$ cat src/rtl/mem_if_pkg.sv
// mem_if_pkg: shared constants for the load/store memory responders
package mem_if_pkg;
  localparam logic [1:0] IDLE = 2'd0;
  localparam logic [1:0] WAIT = 2'd1;
  localparam logic [1:0] RESP = 2'd2;
  localparam int WORD_BYTES = 4;
  localparam int ERR_BIT = 0;
  localparam int ERR_W = ERR_BIT + 1;
endpackage

$ cat src/rtl/mem_array.sv
// mem_array: word storage with synchronous write and asynchronous read
module mem_array #(
  parameter int DEPTH_WORDS = 64,
  localparam int AW = $clog2(DEPTH_WORDS)
) (
  input  logic          clk,
  input  logic          we,
  input  logic [AW-1:0] idx,
  input  logic [31:0]   wdata,
  output logic [31:0]   rdata
);
  logic [31:0] mem_q [DEPTH_WORDS];
  always_ff @(posedge clk) if (we) mem_q[idx] <= wdata;
  assign rdata = mem_q[idx];
endmodule

$ cat src/rtl/mem_responder.sv
// mem_responder: fixed-latency handshaked load/store target with range and alignment checks
module mem_responder
  import mem_if_pkg::*;
#(
  parameter int          DEPTH_WORDS = 64,
  parameter int          LATENCY     = 2,
  parameter logic [31:0] BASE_ADDR   = 32'h0000_0000
) (
  input  logic        clk,
  input  logic        reset,
  input  logic        req_valid,
  output logic        req_ready,
  input  logic        req_write,
  input  logic [31:0] req_addr,
  input  logic [31:0] req_wdata,
  output logic        resp_valid,
  input  logic        resp_ready,
  output logic [31:0] resp_rdata,
  output logic        resp_error
);
  localparam int AW = $clog2(DEPTH_WORDS);
  localparam int WS = $clog2(WORD_BYTES);
  logic [1:0]       state_q, state_d;
  logic [3:0]       cnt_q, cnt_d;
  logic             wr_q;
  logic [31:0]      addr_q, wdata_q, rdata_q, rdata_d;
  logic [ERR_W-1:0] err_q, err_d;
  logic             idle, cur_wr, bad, commit, we;
  logic [31:0]      cur_addr, cur_wdata, off, mem_rdata;
  assign idle = state_q == IDLE;
  // with LATENCY==1 the commit edge is the accept edge, so the live request is used
  assign cur_wr = idle ? req_write : wr_q;
  assign cur_addr = idle ? req_addr : addr_q;
  assign cur_wdata = idle ? req_wdata : wdata_q;
  assign off = cur_addr - BASE_ADDR;
  assign bad = (cur_addr[WS-1:0] != '0) || (cur_addr < BASE_ADDR) || ((off >> WS) >= 32'(DEPTH_WORDS));
  assign commit = idle ? req_valid && LATENCY == 1 : state_q == WAIT && cnt_q == 4'd1;
  assign we = commit && cur_wr && !bad && !reset;
  mem_array #(.DEPTH_WORDS(DEPTH_WORDS)) u_array (
    .clk   (clk),
    .we    (we),
    .idx   (off[AW+WS-1:WS]),
    .wdata (cur_wdata),
    .rdata (mem_rdata)
  );
  always_comb begin
    state_d = state_q;
    cnt_d = cnt_q;
    rdata_d = rdata_q;
    err_d = err_q;
    if (idle && req_valid) begin
      state_d = LATENCY == 1 ? RESP : WAIT;
      cnt_d = 4'(LATENCY - 1);
    end else if (state_q == WAIT) begin
      state_d = cnt_q == 4'd1 ? RESP : WAIT;
      cnt_d = cnt_q - 4'd1;
    end else if (state_q == RESP && resp_ready) begin
      state_d = IDLE;
      rdata_d = '0;
      err_d = '0;
    end
    if (commit) begin
      rdata_d = cur_wr || bad ? 32'd0 : mem_rdata;
      err_d = '0;
      err_d[ERR_BIT] = bad;
    end
  end
  always_ff @(posedge clk) begin
    if (reset) begin
      state_q <= IDLE;
      cnt_q <= '0;
      rdata_q <= '0;
      err_q <= '0;
      wr_q <= 1'b0;
      addr_q <= '0;
      wdata_q <= '0;
    end else begin
      state_q <= state_d;
      cnt_q <= cnt_d;
      rdata_q <= rdata_d;
      err_q <= err_d;
      if (idle && req_valid) begin
        wr_q <= req_write;
        addr_q <= req_addr;
        wdata_q <= req_wdata;
      end
    end
  end
  assign req_ready = idle;
  assign resp_valid = state_q == RESP;
  assign resp_rdata = rdata_q;
  assign resp_error = err_q[ERR_BIT];
endmodule

$ cat config.mk
export PLATFORM = sky130hd
export DESIGN_NAME = mem_responder
export DESIGN_NICKNAME = d
export VERILOG_FILES = /design/src/rtl/mem_if_pkg.sv /design/src/rtl/mem_array.sv /design/src/rtl/mem_responder.sv
export SDC_FILE = /design/constraint.sdc
export NUM_CORES = 2
export LEC_CHECK = 0
export BUFFER_PORTS_ARGS = -buffer_cell sky130_fd_sc_hd__buf_2
export CAP_MARGIN = 40
export CORE_MARGIN = 5
export CORE_UTILIZATION = 45
export DETAILED_ROUTE_END_ITERATION = 16
export HOLD_SLACK_MARGIN = 0.1
export PLACE_DENSITY = 0.71
export SLEW_MARGIN = 20
export SYNTH_ARGS = -nofsm -noshare
export SYNTH_HDL_FRONTEND = slang
export SYNTH_SLANG_ARGS = --single-unit
$ cat constraint.sdc
create_clock -name clk -period 5.6 [get_ports clk]
set_input_delay 0.84 -clock clk [delete_from_list [all_inputs] [get_ports clk]]
set_output_delay 0.84 -clock clk [all_outputs]
set_load 0.01 [all_outputs]
# After elaboration in Yosys (flattened, before gate mapping)
# Memories as Yosys holds them, arrays and structs flattened.
# Index checks and enable logic that the tools add are counted.
word_totals:
  register_bits: 104
  ramBits: 2048
  in_bits: 69
  output_inout_bits: 35
  elab_cells: 58
  memories: 1
memory_table:
  columns: ["name", "depth", "width", "read_ports", "rd_clocked_by_memory_dff", "write_ports", "line_no", "text"]
  rows:
  - ["u_array.mem_q", 64, 32, 1, 0, 1, "mem_array.sv:12", "logic [31:0] mem_q [DEPTH_WORDS];"]
op_classes:
  addsub: 1
  magnitude_cmp: 2
  n_eq_ne: 5
  muxes: 21
  n_reduce_logical: 19
op_table:
  columns: ["cell", "n"]
  rows:
  - ["2-to-1 mux 32 bit", 7]
  - ["less-than comparator 32 x 1 -> 1 bit (second input constant)", 1]
  - ["greater-or-equal comparator 30 x 7 -> 1 bit (second input constant)", 1]
  - ["2-to-1 mux 1 bit", 11]
  - ["nonzero test 2 bit", 4]
  - ["logical AND 1 bit", 6]
  - ["2-to-1 mux 2 bit", 3]
  - ["== test 4 x 1 -> 1 bit (second input constant)", 1]
  - ["inequality test 2 bit (second input constant)", 2]
  - ["subtractor 4 x 1 -> 4 bit (second input constant)", 1]
  - ["logical OR 1 bit", 3]
  - ["AND reduction 3 bit", 1]
  - ["nonzero test 3 bit", 1]
  - ["== test 2 x 1 -> 1 bit (second input constant)", 1]
  - ["== test 2 bit (second input constant)", 1]
  - ["logical NOT 1 bit", 2]
  - ["logical NOT 2 bit", 1]
  - ["OR reduction 2 bit", 1]

# Longest topological paths before layout
depth:
  word_depth: 10
  ltp_mapped: 15
  mapped_depth_nobuf: 9

# Cells and area by module
# A second synthesis with hierarchy kept.
unflattened:
  cells_unflattened: 4749
  area_unflattened_um2: 82880.7
modules_own_cells:
  columns: ["mod", "instances", "cells_per_inst", "area_per_inst_um2", "seq_area_each_um2"]
  rows:
  - ["mem_array", 1, 4207, 78287.6, 61499.0]
  - ["mem_responder", 1, 542, 4593.2, 2082.0]

# Worst setup path after synthesis
# Ideal clock, no wire load.
synth_path:
  kind: "in2reg"
  start: "input req_addr[1]"
  end: "memory u_array.mem_q[40][0] (enable)"
  setup_time_ns: 0.421
  arrival_ns: 4.069
  required_ns: 5.179
  slack_ns: 1.110
  cell_stages: 7
  n_path_buf: 0
  path_cell_list: "or4_1 > nor4_2 > nand3_1 > a2111o_1 > nor3b_2 > nand3_1 > nor2_1"
synth_via:
  elab_chain_cells: 9
  word_cells_on_any_way: 10
  classes_between: "1 x order compare; 3 x mux; 6 x reduce/logical"
synth_lines:
  columns: ["element", "line_no", "text"]
  rows:
  - ["start, declared", "mem_responder.sv:14", "input logic [31:0] req_addr,"]
  - ["2-to-1 mux 32 bit (*)", "mem_responder.sv:33", "assign cur_addr = idle ? req_addr : addr_q;"]
  - ["less-than comparator 32 x 1 -> 1 bit or nonzero test 2 bit (tied branches)", "mem_responder.sv:36", "assign bad = (cur_addr[WS-1:0] != '0) || (cur_addr < BASE_ADDR) || ((off >> WS) >= 32'(DEPTH_WORDS));"]
  - ["logical OR 1 bit (*) (2 in a row)", "mem_responder.sv:36", null]
  - ["logical NOT 1 bit (*)", "mem_responder.sv:38", "assign we = commit && cur_wr && !bad && !reset;"]
  - ["logical AND 1 bit (*) (2 in a row)", "mem_responder.sv:38", null]
  - ["2-to-1 mux 1 bit (*)", "mem_array.sv:13", "always_ff @(posedge clk) if (we) mem_q[idx] <= wdata;"]
  - ["2-to-1 mux 1 bit (not written as such) (*)", "mem_array.sv:13", null]
  - ["end, declared", "mem_array.sv:12", null]
# Every way passes the cells marked *; elsewhere a longest branch is shown, timed or not.

# Worst setup path after layout
layout_path:
  start: "register state_q[1]"
  end: "memory u_array.mem_q[63][5] (enable)"
layout_via:
  elab_chain_cells: 10
  word_cells_on_any_way: 17
  classes_between: "2 x order compare; 1 x eq/ne; 5 x mux; 9 x reduce/logical"
layout_lines:
  columns: ["element", "line_no", "text"]
  rows:
  - ["start, declared", "mem_responder.sv:23", "logic [1:0] state_q, state_d;"]
  - ["start signal, assigned", "mem_responder.sv:78", "state_q <= state_d;"]
  - ["logical NOT 2 bit", "mem_responder.sv:30", "assign idle = state_q == IDLE;"]
  - ["2-to-1 mux 32 bit", "mem_responder.sv:33", null]
  - ["less-than comparator 32 x 1 -> 1 bit or nonzero test 2 bit (tied branches)", "mem_responder.sv:36", null]
  - ["logical OR 1 bit (2 in a row)", "mem_responder.sv:36", null]
  - ["logical NOT 1 bit", "mem_responder.sv:38", null]
  - ["logical AND 1 bit (2 in a row)", "mem_responder.sv:38", null]
  - ["2-to-1 mux 1 bit", "mem_array.sv:13", null]
  - ["2-to-1 mux 1 bit (not written as such)", "mem_array.sv:13", null]
# Parallel ways exist; a longest one is shown, timed or not.

==> impl_results.md <==
* Reg clk slew, reported paths at 0.06 ns
* MaxCap Viol Count at 0
* Row cnt at 155
* Synth Flop Type: edfxtp_1
* Sw Pwr at 8.76 mW
* Gr ovfl total at 0
* GPL Wtd Cong at 0.951
* Die Y at 434 microns
* Critical path, cell by cell: or2_2 > inv_2 > nor3_1 > nand4_1 > a2111o_1 > nor3b_2 > buf_4 > nand2_1 > nor2_4 > buf_4
* Post-DP Area at 86800 sq um
* Crit path time final at 4.96 ns
* #FFs+latches synth at 2152
* H-tree depth at 4
* # setup viols final at 0
* CTS Hold Bufs at 0
* Max incr delay on CP at 0.82 ns
* Type of the worst min-delay path: in2reg
* P_int at 26.6 mW
* Power share of the clock group at 38.6%
* Slew headroom at 23.2%
* Switching share of power at 24.8%
* Post-route insts no fill at 8337
* Max VDD drop at 0.000357 V
* Post-synth EDFFs at 2048
* Mapped Nets at 5617
* GRT Util Overall at 28.0%
* Die W at 434 microns
* Sequential share of power at 51.1%
* Tcrit/Tclk final at 88.5%
* Crit Path Max Fanout at 22
* Via count at 54600
* Setup TNS at 0 ns
* Cell Pwr Density at 378 nW/um^2
* Clock root cell: clkbuf_16
* Slew Limit Fails at 0
* CTS tree: done
* Clk Latency, worst-skew pair at 0.84 ns
* Largest area contributor in the netlist: edfxtp_1
* Slowest-stage cell, CP: nor2_4
* WS Path Type: reg2reg
* Leak pwr at 30.3 nW
* Worst endpoint data arrival time at 5.49 ns
* Multi-input gate area at 16600 sq um
* Core area at 178000 sq um
* I/O Pins at 104
* First-pass GRT wire length at 377000 microns
* Unique masters post-synth at 67
* Design area at 93500 sq um
* Initial antenna violation count at 20
* Share of cells above drive strength 1 at 13.5%
* Share of the synthesized area in the top cell type at 76.2%
* RSZ-0062 raised after global routing: no
* Initial core utilization at 45.2%
* Most frequent CP cell: buf_4
* CTS buffer count at 202
* Fin. Hold Viols at 0
* Final WL at 268000 microns
* Die ar. at 188000 sq um
* HPWL reported at the end of detailed placement at 161000 microns
* Critical Path Source Type: flop
* Vias in the first global route at 51500
* Layout fillers at 14100
* Tightest Pin Transition at 1.15 ns
* Pre-Repair DR Iteration Count at 7
* Register area at 63600 sq um
* Clk sinks at 2152
* Ys Warns at 0
* Mapped Area at 80700 sq um
* CP endpoint kind: flop
* Smallest hold slack at 0.254 ns
* # DRC at 0
* Outcome: finished, final reports clean
* Initial drt markers at 10400
* P&R area growth vs syn at 15.8%
* Post-cts resize count at 0
* FMAX at 0.202 GHz
* Final #Nets at 5870
* Total power at 35.4 mW
* Cell count after synthesis at 5546
* Logic gate share of total power at 10.3%
* Port Buf Inserts at 103
* Ranking of synthesized cells by area: edfxtp_1, nand2_1, o22ai_1
* WL per Instance at 32.2 microns
* Setup Skew at 0.0312 ns
* Routed vias/inst at 6.55
* CTS max path bufs at 3
* Register area share after synthesis at 78.8%
* Post-CTS setup buffers at 0
* Req. time, crit path at 6.13 ns
* Post-synth ARST share at 0%
* Placed cell count at 7939
* Synth Area per Inst at 14.6 sq um
* ANT nets after route at 0
* Largest net degree at the start of global routing at 82
-- placed cells by master (no fill, tap or decap), types with 33 or more instances in the layout --
cell          n
mux2i_1     101
nor4_1       80
buf_12       76
a21oi_1     175
nand3_1     314
clkinv_1     52
a32oi_1      71
buf_4       187
dfxtp_1     104
edfxtp_1   2048
o22ai_1     407
o21ai_0      36
buf_2       107
clkbuf_16   207
nor2_1      208
clkbuf_1     45
a32o_1       33
nor3_1       74
nor2_4       64
nand2_2      35
nand2_1    1094
a31oi_1     160
-- registers in the layout, summed over array words and instances, names as in the netlist --
signal	flops
addr_q	32
cnt_q	4
resp_error	1
resp_rdata	32
state_q	2
u_array.mem_q	2048
wdata_q	32
wr_q	1
-- synthesized netlist by cell type (17+ instances only) --
library cell  count
nand3_1         314
o221ai_1         19
nor3_1           75
nor4_1           80
nor2_1          272
a22o_1           17
o22ai_1         407
a21oi_1         175
a32oi_1          71
mux2i_1         102
nand2_1        1133
buf_1            67
a31oi_1         161
dfxtp_1         104
a32o_1           33
o21ai_0          37
edfxtp_1       2048
buf_2            32
clkbuf_1        242
-- per-stage QoR --
stage | setup WS [ns] | utilization [%]
2_1_floorplan | 1.11 | -
3_5_place_dp | 0.447 | 48.6
3_3_place_gp | 0.347 | 48.4
4_1_cts | 0.835 | 52.3
5_1_grt | 0.575 | 52.4
6_report | 0.642 | 52.4
-- critical path: cells and delay by family (launching register included) --
| kind | cells | cell delay, ns |
|---|---|---|
| buf+inv | 3 | 0.78 |
| simple gates | 6 | 2.63 |
| compound gates | 1 | 0.54 |
| flops | 1 | 0.70 |
-- power by group through the flow --
stage	logic (mW)	clock network, mW	registers, mW
final	3.66	13.6	18.1
after global routing	3.75	14.4	18.1
after CTS	3.49	13.6	18.1
after detailed placement	3.48	0	18.4
after global placement	3.38	0	18.4
after floorplan	1.74	0	18.4
-- final cells by class --
class,count,share of cell area (%)
Clock buffer,261,5.86
Sequential cell,2152,68.0
Inverter,5,0.0201
Tap cell,2355,3.15
Multi-Input combinational cell,3048,17.7
Antenna cell,9,0.0241
Timing Repair Buffer,390,4.07
Clock inverter,117,1.14
-- logic make-up after synthesis --
family / Yosys count / share of synthesized area (%)
buf+inv: 346 / 1.66
fa+ha+maj: 2 / 0.0310
mux: 105 / 1.31
compound gates: 1005 / 8.15
simple gates: 1936 / 10.1
flops: 2152 / 78.8
-- layer usage --
metal	vias up	routed length, microns	global-route usage, %
met4	20	13600	12.5
met3	827	44200	10.2
met5	-	123	0
met1	26900	92300	37.1
li1	21900	-	-
met2	5030	118000	41.5
-- path summary, 6_finish.rpt --
| kind | startpoint | endpoint | slack [ns] | depth (start not counted) |
|---|---|---|---|---|
| worst max-delay path | state_q[1] | u_array.mem_q[63][5] | 0.64 | 10 |
| worst min-delay path | req_addr[24] | addr_q[24] | 0.25 | 3 |
| worst max register to register | state_q[1] | u_array.mem_q[63][5] | 0.64 | 10 |
| worst min register to register | addr_q[18] | addr_q[18] | 0.45 | 2 |
No activity file was read; power rests on OpenSTA's default activity.
